===== config.mk =====
export PLATFORM = sky130hd
export DESIGN_NAME = wb_regfile
export DESIGN_NICKNAME = d
export VERILOG_FILES = /design/src/rtl/wb_regfile.sv
export SDC_FILE = /design/constraint.sdc
export NUM_CORES = 2
export LEC_CHECK = 0
export CAP_MARGIN = 20
export CORE_MARGIN = 2
export CORE_UTILIZATION = 50
export DETAILED_ROUTE_END_ITERATION = 10
export PLACE_DENSITY = 0.67
export SLEW_MARGIN = 5
export SYNTH_ARGS = -nofsm -noshare
export SYNTH_HDL_FRONTEND = slang
export SYNTH_SLANG_ARGS = --single-unit

===== constraint.sdc =====
create_clock -name clk -period 3.9 [get_ports clk]
set_clock_uncertainty 0.15 [all_clocks]
set_input_delay 0.975 -clock clk [delete_from_list [all_inputs] [get_ports clk]]
set_output_delay 0.975 -clock clk [all_outputs]
set_load 0.005 [all_outputs]

===== src/rtl/wb_regfile.sv =====
// ---------------------------------------------------------------------------
// wb_regfile
//
// Architectural integer register file (x0..x31). It sits at the consumer end
// of the writeback interface: the MEM/WB pipeline register drives the single
// synchronous write port. Two combinational read ports serve the ID stage.
// A same-cycle WB->ID bypass removes the WB/ID read-after-write hazard.
//
// Ports
//   clk       in   1        clock; all state changes on the rising edge
//   rst       in   1        synchronous, active-high reset; clears every entry
//   we_i      in   1        write enable (wb_wreg)
//   waddr_i   in   ADDR_W   write register index (wb_wd)
//   wdata_i   in   DATA_W   write data (wb_wdata)
//   re1_i     in   1        read enable, port 1
//   raddr1_i  in   ADDR_W   read index, port 1
//   rdata1_o  out  DATA_W   read data, port 1 (combinational)
//   re2_i     in   1        read enable, port 2
//   raddr2_i  in   ADDR_W   read index, port 2
//   rdata2_o  out  DATA_W   read data, port 2 (combinational)
//
// Read priority per port: rst -> 0, !re -> 0, x0 -> 0, write bypass -> wdata,
// otherwise the stored value.
// ---------------------------------------------------------------------------
module wb_regfile #(
    parameter int unsigned REG_NUM = 32,
    parameter int unsigned ADDR_W  = 5,
    parameter int unsigned DATA_W  = 32
) (
    input  logic              clk,
    input  logic              rst,

    input  logic              we_i,
    input  logic [ADDR_W-1:0] waddr_i,
    input  logic [DATA_W-1:0] wdata_i,

    input  logic              re1_i,
    input  logic [ADDR_W-1:0] raddr1_i,
    output logic [DATA_W-1:0] rdata1_o,

    input  logic              re2_i,
    input  logic [ADDR_W-1:0] raddr2_i,
    output logic [DATA_W-1:0] rdata2_o
);

    localparam int unsigned NumPorts = 2;

    // -----------------------------------------------------------------------
    // Storage
    // -----------------------------------------------------------------------
    logic [DATA_W-1:0] regs_q [REG_NUM];
    logic [DATA_W-1:0] regs_d [REG_NUM];

    // A write to x0 is a legal no-op; it must never land in storage.
    logic write_en;
    assign write_en = we_i && (waddr_i != '0);

    always_comb begin
        for (int i = 0; i < REG_NUM; i++) begin
            regs_d[i] = regs_q[i];
        end
        if (rst) begin
            // Any write presented during reset is dropped.
            for (int i = 0; i < REG_NUM; i++) begin
                regs_d[i] = '0;
            end
        end else if (write_en) begin
            regs_d[waddr_i] = wdata_i;
        end
    end

    always_ff @(posedge clk) begin
        for (int i = 0; i < REG_NUM; i++) begin
            regs_q[i] <= regs_d[i];
        end
    end

    // -----------------------------------------------------------------------
    // Read ports: identical logic, gathered into arrays so both share one body
    // -----------------------------------------------------------------------
    logic              re_p    [NumPorts];
    logic [ADDR_W-1:0] raddr_p [NumPorts];
    logic [DATA_W-1:0] rdata_p [NumPorts];

    assign re_p[0]    = re1_i;
    assign raddr_p[0] = raddr1_i;
    assign re_p[1]    = re2_i;
    assign raddr_p[1] = raddr2_i;

    for (genvar p = 0; p < NumPorts; p++) begin : g_rd_port
        always_comb begin
            rdata_p[p] = '0;
            if (rst || !re_p[p] || (raddr_p[p] == '0)) begin
                rdata_p[p] = '0;
            end else if (we_i && (waddr_i == raddr_p[p])) begin
                // Bypass: the ID stage sees the value WB is writing this cycle.
                rdata_p[p] = wdata_i;
            end else begin
                rdata_p[p] = regs_q[raddr_p[p]];
            end
        end
    end

    assign rdata1_o = rdata_p[0];
    assign rdata2_o = rdata_p[1];

endmodule


-- Yosys cells after proc, flatten, opt, wreduce, memory -nomap -nowiden
Memories as Yosys holds them, arrays and structs flattened.
Index checks and enable logic that the tools add are counted.
- mux-type cells: 9
- magnitude comparators: 2
- eq/ne operators: 2
- reduce and logical (&&, ||, !) cells: 13
- bitwise gates (word level): 1
- operator list (cell ; count):
    $mux W1024 ; 2
    $bwmux W1024 ; 1
    $demux W32 S5 ; 1
    $mux W32 ; 5
    $eq A5 B5 Y1 ; 2
    $logic_not A5 Y1 ; 2
    $ge A6 B6 Y1 const B ; 1
    $lt A6 B1 Y1 const B ; 1
    $not A5 Y6 ; 1
    $reduce_bool A5 Y1 ; 1
    $logic_and A1 B1 Y1 ; 4
    $logic_or A1 B1 Y1 ; 4
    $logic_not A1 Y1 ; 2
- input bits: 52
- bits in registers: 0
- memory bits (writable): 1024
- memories kept: 1
- memory list (memory ; depth ; bits a word ; read ports ; clocked after memory_dff ; write ports ; RTL line ; text):
    regs_q ; 32 ; 32 ; 34 ; 0 ; 32 ; 51 ; logic [DATA_W-1:0] regs_q [REG_NUM];

-- Depth between registers and ports, before layout
- depth in word-level cells: 8
- mapped depth: 9
- mapped depth without buffers: 5

-- Worst setup path before layout
Ideal clock, no wire load.
- path type: input to output
- start point: in raddr1_i[1]
- end point: out rdata1_o[8]
- setup slack: 164 ps
- stages: 7
- buffers on the path: 3
- arrival: 2611 ps
- path through: buf_2 buf_2 buf_1 mux4_2 a211oi_1 a21oi_1 a221o_1
- cells in the longest elaborated chain, start to end: 4
- elaborated cells on any way between the ends: 7
- ends and longest elaborated chain (element ; RTL line ; text):
    from (decl) ; 38 ; input logic [ADDR_W-1:0] raddr1_i,
    parallel branches: the longest is 3 deep, another holds $mem_v2 Z32 W32 ; - ;
    $mux W32 * ; 93 ; if (rst || !re_p[p] || (raddr_p[p] == '0)) begin
    to (decl) ; 39 ; output logic [DATA_W-1:0] rdata1_o,
Every way passes the cells marked *.

-- Worst setup path in the final report
- start point: in raddr1_i[2]
- end point: out rdata1_o[27]
Same word-level chain as after synthesis.

==> flow_results.org <==
** Clock network
- After clock tree synthesis, the clock-pin slew on the worst setup and hold paths is 60 ps.
- Buffers from clock root to sink, at most :: 3
- The clock reaches the later pin of the worst-skew pair after 730 ps.
- CTS tree :: done
- The root buffer cell chosen for the clock tree is sky130_fd_sc_hd__clkbuf_16.
- TritonCTS buffer count :: 108
- Total clock sinks :: 1024
- Number of H-tree levels :: 3

** GRT
- Pin count of the biggest net entering global routing :: 189
- The number of global-route vias before repair was 50660.
- Global routing finished with a remaining overflow of 0.
- In the global route stage, overall resource usage came out at 42.88%.
- The first global-routing pass estimated 339800 um of wire.
- The initial antenna violation count is 8.

** Timing
- Number of endpoints failing setup at the final stage :: 61
- Tcrit/Tclk final :: 107.4%
- Unrepaired setup endpoints after global routing :: yes
- The final count of hold timing violations was 0.
- The smallest clock period supported by the final layout is computed as 4188 ps.
- Across all setup checks in the final design, the least slack found is -288.2 ps.
- Slew at the pin closest to its max-slew limit :: 1072 ps
- In this run the tightest slew margin relative to its limit is 28.52%.
- Summed over all failing endpoints, the final setup total negative slack is -8017 ps.
- Max-slew violations :: 0
- Maximum clock frequency :: 0.2388 GHz

** Final layout
- Sequential standard cell area :: 0.02050 mm2
- Compared with the post-synthesis result, the final layout area differs by 28.44%.
- Flip-flop count of the largest register after layout :: 1024
- The multi-input combinational cells in the finished layout cover a total of 0.03138 mm2.
- Most flop-heavy register :: regs_q
- After filler insertion, the fill cell instance count of the layout stands at 8032.
- Cells with a size suffix above 1 make up 27.88% of the layout.
- Leading registers by flop count :: regs_q x1024
- Layout Cells excl Fill :: 7856
- For this run, the post-layout net count is 6434.

** Critical path
- Setup crit end kind :: output port
- At the worst endpoint, the arrival time is 3060 ps.
- Category of the most critical setup path :: in2out
- CP required :: 2770 ps
- Along the worst path, the maximum fanout reaches 8.
- The worst setup path is launched from a primary input.

** Placement
- The count of buffers added on input and output ports is 115.
- Gp weighted congestion :: 1.017
- After legalization and detailed placement, the total HPWL measured 146200 um.
- Post-placement cell count :: 7448
- Post-place setup slack :: -1067 ps

** Yosys
- Count of different cell masters after synthesis :: 48
- For this run, the register share of the synthesized area comes to 39.23%.
- Warnings from Yosys :: 0
- The share of synthesized area in the top cell type comes to 39.23%.
- Most used DFF post-synth :: sky130_fd_sc_hd__dfxtp_1
- For this run, asynchronously set or reset flops after synthesis account for 0%.
- Synthesis inferred 1024 register bits.
- Leading area contributor after synthesis :: sky130_fd_sc_hd__dfxtp_1
- Counting every instance in the synthesized netlist gives 6068.
- Synthesized netlist net count :: 6120
- Post-Syn Area per Cell :: 8.613 um2
- Top post-synthesis cells by area :: sky130_fd_sc_hd__dfxtp_1 39%, sky130_fd_sc_hd__mux4_2 17%, sky130_fd_sc_hd__nand2_1 15%
- Cell area after technology mapping :: 0.05226 mm2
- Number of flops mapped to enable cells by yosys :: 0

** Pwr
- Total power draw :: 24.40 mW
- For this design the static power due to leakage is 23.11 nW.
- VDD sags by at most 0.0003630 V.
- For this design the ratio of total power to cell area is 363.5 mW/mm2.

** Status
- The final reports fail on design-rule violations, negative setup slack.
- The flow ran to the end, but the final reports show violations.

** Die
- Top-Level Pins :: 116
- Starting utilization of the core area :: 50.42%
- The floorplan has 118 rows.
- Die footprint :: 0.1071 mm2
- The die is 327.3 um wide.
- Core ar. :: 0.1036 mm2
- Chip height :: 327.3 um

** Route
- For this block, the initial DRC count from the detailed router was 9140.
- In the final routed layout, each cell accounts on average for 30.58 um.
- Remaining design rule violation count :: 2
- In this run the remaining antenna-violating nets after routing total 0.
- Dividing the detail-routed via count by the number of cells gives 6.845.
- Number of vias in the routed layout :: 53770
- Drt total wl :: 240200 um
- Length of the first detailed-routing pass in iterations :: 10

** Run
- Max_cap viols :: 0

** Min path
- Worst hold path type :: reg2reg
worst max-delay path: stages:
cell and delay (ps):
sky130_fd_sc_hd__clkbuf_16 190, sky130_fd_sc_hd__buf_16 170, sky130_fd_sc_hd__buf_12 120, sky130_fd_sc_hd__buf_12 90, sky130_fd_sc_hd__mux4_2 510, sky130_fd_sc_hd__a211oi_2 310, sky130_fd_sc_hd__a21oi_2 110, sky130_fd_sc_hd__a221o_1 410
sky130_fd_sc_hd__buf_2 150
synthesized netlist by cell type, drive strengths merged, types with 7 or more instances:
master and instances:
nand2 2085, a21oi 1086, dfxtp 1024, clkbuf 463, mux4 385, mux2i 286
buf 195, a22oi 93, nor2b 68, a211oi 63, a221oi 63, nor2 38
a221o 32, o221ai 32, a32o 31, o21bai 31, o22ai 31, xor2 8
and2 7, nand3b 7
logic make-up after synthesis:
kind of cell	share of synthesized area (%)
AOI/OAI and AO/OA	16.36
buffers and inverters	5.499
DFF	39.23
and+or+nand+nor	16.61
muxes	22.13
xor gates and xnor gates	0.1676
metrics by stage:
step	utilization (%)	instance area (um2)	hold WS [ps]
2_1_floorplan	-	52260	292.7
3_3_place_gp	56.28	58330	299.9
3_5_place_dp	56.28	58330	306.8
4_1_cts	63.53	65840	315.3
5_1_grt	64.76	67120	334.5
6_report	64.77	67130	317.8
repair_timing:
action,4_1_cts,5_1_grt
cloned,30,6
buffers inserted,146,64
endpoints found under the setup margin,64,64
hold buffers,0,0
gates resized for setup,721,223
pin swaps,162,141
worst paths after layout:
check | from | endpoint | slack (ps) | depth (start not counted)
worst max-delay path | raddr1_i[2] | rdata1_o[27] | -290 | 9
worst min-delay path | regs_q[19][15]$_SDFFE_PP0P_ | regs_q[19][15]$_SDFFE_PP0P_ | 320 | 2
worst max register to register | regs_q[8][10]$_SDFFE_PP0P_ | regs_q[8][10]$_SDFFE_PP0P_ | 2980 | 2
worst min register to register | regs_q[19][15]$_SDFFE_PP0P_ | regs_q[19][15]$_SDFFE_PP0P_ | 320 | 2
layout by cell type (no fill, tap or decap), drive strengths merged, types with 3 or more instances in the layout:
master	instances
and3	3
clkbuf	176
mux2	3
clkinv	19
nand3	5
and3b	3
a211oi	63
clkdlybuf4s50	34
clkinvlp	5
nor2	38
nor3	5
or3b	3
nor2b	68
diode	5
nand2	2085
bufinv	6
inv	5
nor3b	3
bufbuf	5
buf	811
and2	7
a21oi	1086
o21bai	31
mux4	385
o22ai	31
a22oi	93
mux2i	286
a221oi	63
o221ai	32
a32o	31
a221o	32
xor2	8
dfxtp	1024
nand3b	7
report_power, final:
| group | total, mW | internal, mW | switching (mW) | leakage (nW) |
|---|---|---|---|---|
| combinational | 3.06 | 1.26 | 1.80 | 13.1 |
| clock | 10.7 | 6.13 | 4.61 | 1.78 |
| sequential | 10.6 | 10.5 | 0.0604 | 8.25 |
| total | 24.4 | 17.9 | 6.47 | 23.1 |
cell type report:
class	count	share of cell area, %
flip-flops and latches	1024	30.54
inverters	1	0.005592
clock buffers	165	4.856
multi-input cells	4385	46.74
repair buffers	862	14.73
diodes	5	0.01864
well taps	1380	2.572
clock inverters	34	0.5405
layer usage:
| layer | global-route usage (%) | vias to the layer above | share of wire [%] |
|---|---|---|---|
| li1 | - | 21930 | - |
| met1 | 53.68 | 25570 | 34 |
| met2 | 59.81 | 4837 | 40 |
| met3 | 16.57 | 1429 | 17 |
| met4 | 31.73 | 8 | 9.4 |
| met5 | 0 | - | 0.036 |
Note: power is estimated with default switching activity, not from simulation.
